### config.mk
export PLATFORM = sky130hd
export DESIGN_NAME = avmm_arbiter
export DESIGN_NICKNAME = d
export VERILOG_FILES = /design/src/rtl/avmm_arbiter.sv
export SDC_FILE = /design/constraint.sdc
export NUM_CORES = 1
export LEC_CHECK = 0
export CELL_PAD_IN_SITES_DETAIL_PLACEMENT = 1
export CELL_PAD_IN_SITES_GLOBAL_PLACEMENT = 2
export CORE_AREA = 2 2 186 188
export DETAILED_ROUTE_END_ITERATION = 12
export DIE_AREA = 0 0 188 190
export PLACE_DENSITY = 0.83
export RECOVER_POWER = 25
export SLEW_MARGIN = 5
export SYNTH_ARGS = -nofsm -noshare
export SYNTH_HDL_FRONTEND = slang
export SYNTH_SLANG_ARGS = --single-unit
### constraint.sdc
create_clock -name clock -period 2.69 [get_ports clock]
set_clock_uncertainty 0.15 [all_clocks]
set_input_delay 0.538 -clock clock [delete_from_list [all_inputs] [get_ports clock]]
set_output_delay 0.538 -clock clock [all_outputs]
set_load 0.03 [all_outputs]
### src/rtl/avmm_arbiter.sv
// Two-master, one-slave Avalon-MM arbiter with round-robin tie breaking.
// A grant is held until the whole read or write burst completes.
module avmm_arbiter #(
  parameter int AW        = 16,
  parameter int DW        = 64,
  parameter int MAX_BURST = 4,
  parameter int BCW       = $clog2(MAX_BURST) + 1
) (
  input  logic              clock,
  input  logic              reset,

  input  logic [AW-1:0]     m0_address_i,
  input  logic [BCW-1:0]    m0_burstcount_i,
  input  logic              m0_read_i,
  input  logic              m0_write_i,
  input  logic [DW-1:0]     m0_writedata_i,
  input  logic [DW/8-1:0]   m0_byteenable_i,
  output logic [DW-1:0]     m0_readdata_o,
  output logic              m0_readdatavalid_o,
  output logic              m0_waitrequest_o,

  input  logic [AW-1:0]     m1_address_i,
  input  logic [BCW-1:0]    m1_burstcount_i,
  input  logic              m1_read_i,
  input  logic              m1_write_i,
  input  logic [DW-1:0]     m1_writedata_i,
  input  logic [DW/8-1:0]   m1_byteenable_i,
  output logic [DW-1:0]     m1_readdata_o,
  output logic              m1_readdatavalid_o,
  output logic              m1_waitrequest_o,

  output logic [AW-1:0]     s_address_o,
  output logic [BCW-1:0]    s_burstcount_o,
  output logic              s_read_o,
  output logic              s_write_o,
  output logic [DW-1:0]     s_writedata_o,
  output logic [DW/8-1:0]   s_byteenable_o,
  input  logic [DW-1:0]     s_readdata_i,
  input  logic              s_readdatavalid_i,
  input  logic              s_waitrequest_i,

  output logic [1:0]        grant
);

  typedef enum logic [1:0] {
    IDLE      = 2'd0,
    GRANTED   = 2'd1,
    WRITE     = 2'd2,
    READ_DATA = 2'd3
  } state_e;

  state_e         state_q, state_d;
  logic [1:0]     grant_q, grant_d;
  logic           last_q, last_d;          // 1'b1: m1 won the most recent tie
  logic [BCW-1:0] remaining_q, remaining_d;
  logic [AW-1:0]  addr_q, addr_d;
  logic [BCW-1:0] bcnt_q, bcnt_d;

  logic           req0_s, req1_s;
  logic           own_m1_s;
  logic [AW-1:0]  own_addr_s;
  logic [BCW-1:0] own_bc_s;
  logic [BCW-1:0] own_burst_s;
  logic           own_read_s, own_write_s;
  logic [DW-1:0]  own_wdata_s;
  logic [DW/8-1:0] own_be_s;

  logic           s_read_s, s_write_s;
  logic [AW-1:0]  s_addr_s;
  logic [BCW-1:0] s_bc_s;
  logic           rd_acc_s, wr_acc_s;
  logic           path_open_s;

  function automatic logic [BCW-1:0] eff_burst(input logic [BCW-1:0] bc);
    return (bc == '0) ? BCW'(1) : bc;
  endfunction

  assign req0_s   = m0_read_i | m0_write_i;
  assign req1_s   = m1_read_i | m1_write_i;
  assign own_m1_s = grant_q[1];

  // Select the command fields of the current owner.
  always_comb begin
    own_addr_s  = own_m1_s ? m1_address_i    : m0_address_i;
    own_bc_s    = own_m1_s ? m1_burstcount_i : m0_burstcount_i;
    own_write_s = own_m1_s ? m1_write_i      : m0_write_i;
    own_read_s  = own_m1_s ? (m1_read_i & ~m1_write_i) : (m0_read_i & ~m0_write_i);
    own_wdata_s = own_m1_s ? m1_writedata_i  : m0_writedata_i;
    own_be_s    = own_m1_s ? m1_byteenable_i : m0_byteenable_i;
    own_burst_s = eff_burst(own_bc_s);
  end

  // Slave command: live pass-through in GRANTED, latched address/count in WRITE.
  always_comb begin
    s_read_s  = 1'b0;
    s_write_s = 1'b0;
    s_addr_s  = own_addr_s;
    s_bc_s    = own_bc_s;
    case (state_q)
      GRANTED: begin
        s_read_s  = own_read_s;
        s_write_s = own_write_s;
      end
      WRITE: begin
        s_write_s = own_write_s;
        s_addr_s  = addr_q;
        s_bc_s    = bcnt_q;
      end
      default: begin
        s_read_s  = 1'b0;
        s_write_s = 1'b0;
      end
    endcase
  end

  assign rd_acc_s       = s_read_s  & ~s_waitrequest_i;
  assign wr_acc_s       = s_write_s & ~s_waitrequest_i;
  assign path_open_s    = (state_q == GRANTED) || (state_q == WRITE);

  assign s_address_o    = s_addr_s;
  assign s_burstcount_o = s_bc_s;
  assign s_read_o       = s_read_s;
  assign s_write_o      = s_write_s;
  assign s_writedata_o  = own_wdata_s;
  assign s_byteenable_o = own_be_s;

  assign m0_readdata_o  = s_readdata_i;
  assign m1_readdata_o  = s_readdata_i;

  // Only the owner sees the slave's handshake; everyone else is held off.
  always_comb begin
    m0_waitrequest_o   = ~(path_open_s & grant_q[0]) | s_waitrequest_i;
    m1_waitrequest_o   = ~(path_open_s & grant_q[1]) | s_waitrequest_i;
    m0_readdatavalid_o = (state_q == READ_DATA) & grant_q[0] & s_readdatavalid_i;
    m1_readdatavalid_o = (state_q == READ_DATA) & grant_q[1] & s_readdatavalid_i;
  end

  assign grant = grant_q;

  // Arbitration and burst tracking.
  always_comb begin
    state_d     = state_q;
    grant_d     = grant_q;
    last_d      = last_q;
    remaining_d = remaining_q;
    addr_d      = addr_q;
    bcnt_d      = bcnt_q;
    case (state_q)
      IDLE: begin
        grant_d = 2'b00;
        if (req0_s && req1_s) begin
          state_d = GRANTED;
          if (last_q) begin
            grant_d = 2'b01;
            last_d  = 1'b0;
          end else begin
            grant_d = 2'b10;
            last_d  = 1'b1;
          end
        end else if (req0_s) begin
          state_d = GRANTED;
          grant_d = 2'b01;
        end else if (req1_s) begin
          state_d = GRANTED;
          grant_d = 2'b10;
        end else begin
          state_d = IDLE;
        end
      end
      GRANTED: begin
        if (wr_acc_s) begin
          if (own_burst_s <= BCW'(1)) begin
            state_d     = IDLE;
            grant_d     = 2'b00;
            remaining_d = '0;
          end else begin
            state_d     = WRITE;
            remaining_d = own_burst_s - BCW'(1);
            addr_d      = own_addr_s;
            bcnt_d      = own_bc_s;
          end
        end else if (rd_acc_s) begin
          state_d     = READ_DATA;
          remaining_d = own_burst_s;
        end else begin
          state_d = GRANTED;
        end
      end
      WRITE: begin
        if (wr_acc_s) begin
          if (remaining_q <= BCW'(1)) begin
            state_d     = IDLE;
            grant_d     = 2'b00;
            remaining_d = '0;
          end else begin
            remaining_d = remaining_q - BCW'(1);
          end
        end else begin
          state_d = WRITE;
        end
      end
      READ_DATA: begin
        if (s_readdatavalid_i) begin
          if (remaining_q <= BCW'(1)) begin
            state_d     = IDLE;
            grant_d     = 2'b00;
            remaining_d = '0;
          end else begin
            remaining_d = remaining_q - BCW'(1);
          end
        end else begin
          state_d = READ_DATA;
        end
      end
      default: begin
        state_d     = IDLE;
        grant_d     = 2'b00;
        remaining_d = '0;
      end
    endcase
  end

  // State registers with synchronous reset.
  always_ff @(posedge clock) begin
    if (reset) begin
      state_q     <= IDLE;
      grant_q     <= 2'b00;
      last_q      <= 1'b1;
      remaining_q <= '0;
      addr_q      <= '0;
      bcnt_q      <= '0;
    end else begin
      state_q     <= state_d;
      grant_q     <= grant_d;
      last_q      <= last_d;
      remaining_q <= remaining_d;
      addr_q      <= addr_d;
      bcnt_q      <= bcnt_d;
    end
  end

endmodule

==> qor.csv <==
metric,value,unit
grt_use_met1,0.1163,
cts_tree,done,
grt_first_pass_wirelength,27260,um
multi_input_logic_area,2123,sq um
slew_at_the_pin_closest_to_its_max_slew_limit,0.4806,ns
grt_antenna_before_repair,2,
final_weighted_congestion_in_routability_driven_placement,0.7673,
run_status,"finished, final reports clean",
max_fanout_on_critical_path,5,
dieHeight,190,um
ios,481,
cts.clk_slew.worst_paths,0.07,ns
yosysWarnings,0,
synth_enable_flop_cells,0,
grt.overflow.total,0,
yosysTopAreaCellShare,0.3183,
r2r_start,grant[1],
netlist.top_cell.by_area,mux2_2,
ctsRootBufferMaster,clkbuf_16,
floorplan.core_area,33950,sq um
vias_per_cell,3.463,
post_synth.cell_area_avg,9.058,sq um
router_iterations_before_antenna_repair,4,
detail_route.wirelength,19750,um
ff_latch_area,544.3,sq um
grt_start_max_net_pins,40,
start_util,0.1105,
timing.hold.worst.start,addr_q[1],
worst_hold_path.num_cells,2,
maxCapViolations,0,
cp_data_arrival_time,1.90,ns
groute.usage.overall,0.1017,
syn_nets,676,
route.detailed.drc,0,
maximum_frequency_from_static_timing_analysis,0.3861,GHz
hold-path-endpoint,addr_q[1],
synth_async_sr_flop_share,0,
vdd.ir_drop.worst,0.1941,mV
slew_headroom,0.6705,
final_hold_violating_endpoints,0,
die_area,35720,sq um
vias,3602,
timing.hold.worst.class,reg2reg,
grt_most_used_layer,met2,
synthDistinctLibCells,44,
antenna_violating_nets_post_route,0,
syn-cell-area,3750,sq um
worstSetupEndpointType,primary output,
reg2reg_setup_slack,0.23,ns
synthesis_to_finish_area_growth,77.38,%
power.density_cell_area,315.9,nW/um^2
cts_hold_repair.buffers,0,
buffer_ports.inserted,288,
dominantRegCellSynth,dfxtp_1,
post-dp-hpwl,16760,um
cp-start-kind,primary input,
num-nets-final,847,
drive_gt1_frac,0.3493,
cts.path.max_buffers,2,
fin_total_pwr,0.002101,W
worstRegToRegCells,9,
die_width,188,um
final-max-slew-violation-count,0,
static-leakage-power,2.456,nW
number_of_global_route_vias_before_repair,3818,
grt_use_met2,0.1751,
period_minus_slack,2.590,ns
synth-seq-area-share,0.1441,
numCtsBuffers,3,
worstPathRequired,2.00,ns
clk_latency,0.27,ns
crit-reg2reg-capture,addr_q[5],
synth-seq-cells,27,
unrepaired_setup_endpoints_after_global_routing,no,
wl_per_cell,18.99,um
crit_type,in2out,
std_cell_rows,68,
gr-usage-met3,0.03818,
filler_cell_count,3927,
finalSetupTns,0,ns
worstSetupStartpoint,m1_burstcount_i[2],
netlist_top_cells_area,"mux2_2 32%, buf_4 26%, dfxtp_1 14%, mux2i_1 5.9%, nor2_1 2.8%",
first_drt_iteration_drcs,54,
cts-htree-levels,1,
post-route-period-util,0.9627,
synthCells,414,
timing.final.setup_violations,0,
tritoncts_num_sinks,27,
-- cells in the final DEF (no fill, tap or decap), drive strengths merged, types with 2 or more instances in the layout --
master         instances
clkdlybuf4s50        191
or2                    2
mux2                 107
ha                     8
buf                   81
a21oi                  5
nor3                   3
inv                    8
nand2b                 5
mux2i                 23
dfxtp                 27
o21ai                  6
nand4b                 2
clkbuf                 5
dlygate4sd2           38
nor2b                  4
and2                   3
a211oi                 8
nand2                  4
nor2                  28
dlymetal6s2s           3
and3                   4
a311oi                 2
-- per-layer routing --
| layer | routed length (um) | vias up |
|---|---|---|
| met5 | 0 | - |
| met2 | 9682 | 240 |
| met1 | 7810 | 1682 |
| met4 | 414 | 0 |
| met3 | 1842 | 33 |
| li1 | - | 1647 |
-- cell type report --
class	count	share of cell area
multi-input combinational	231	0.3192
clock buffer	4	0.01185
timing repair buffer	314	0.4966
inverter	8	0.004515
antenna	1	0.0003762
sequential	27	0.08183
tap	455	0.08559
-- critical path, stage by stage --
cell and delay, ns:
clkdlybuf4s50_1 0.43, buf_4 0.16, mux2i_2 0.37, mux2i_1 0.21
buf_12 0.19
-- power breakdown --
part	switching, W	internal, W
Combinational	0.000615	0.000693
Clock	0.000159	0.000204
Sequential	0.0000134	0.000417
Total	0.000787	0.00131
-- worst max-delay path by stage --
stage | to | slack, ns
final | s_burstcount_o[2] | 0.10
after global routing | remaining_q[0] | 0.01
after CTS | s_writedata_o[7] | 0.002
after detailed placement | remaining_q[0] | -0.20
after global placement | remaining_q[0] | -0.15
after floorplan | s_writedata_o[22] | 0.13
-- cell usage after synthesis (2+ instances only) --
library cell / instances
nor2_1: 28
buf_4: 130
or2_2: 2
buf_1: 3
o21ai_0: 6
nor3_1: 3
and2_1: 3
mux2_2: 106
nand4b_1: 2
nand2b_1: 5
nand2_1: 4
clkbuf_1: 3
buf_2: 10
ha_1: 8
a211oi_2: 3
nor2b_1: 4
and3_1: 4
buf_6: 2
a211oi_1: 5
mux2i_1: 22
a21oi_1: 5
inv_1: 8
dfxtp_1: 27
-- cell families after synthesis --
family | after synthesis | synth area share
DFF | 27 | 0.1441
xor gates and xnor gates | 1 | 0.002336
adders and majority gates | 8 | 0.02669
muxes | 130 | 0.3837
AOI/OAI and AO/OA | 31 | 0.06674
buffers and inverters | 156 | 0.2936
and+or+nand+nor | 61 | 0.08275
-- stage by stage --
stage,std cells,worst slack (ns),area (sq um),hold slack (ns),utilization
global placement,1031,-0.1512,6535,0.3167,0.1925
global route,1040,0.01070,6651,0.3720,0.1959
floorplan,414,0.1273,3750,0.3044,-
finish,1040,0.1002,6651,0.3414,0.1959
detailed placement,1031,-0.1967,6535,0.3297,0.1925
CTS,1038,0.002151,6601,0.3495,0.1945
-- state kept, by name, indices dropped and copies added (netlist names) --
signal       cells
grant            2
last_q           1
addr_q          16
remaining_q      3
bcnt_q           3
state_q          2
-- what timing repair did --
action / CTS / global route
endpoints found under the hold margin: 0 / 0
setup endpoints to repair: 55 / 7
resized for setup: 38 / 9
setup buffers: 3 / 0
pin swaps: 0 / 1
cloned: 0 / 1
No activity file was read; power rests on OpenSTA's default activity.
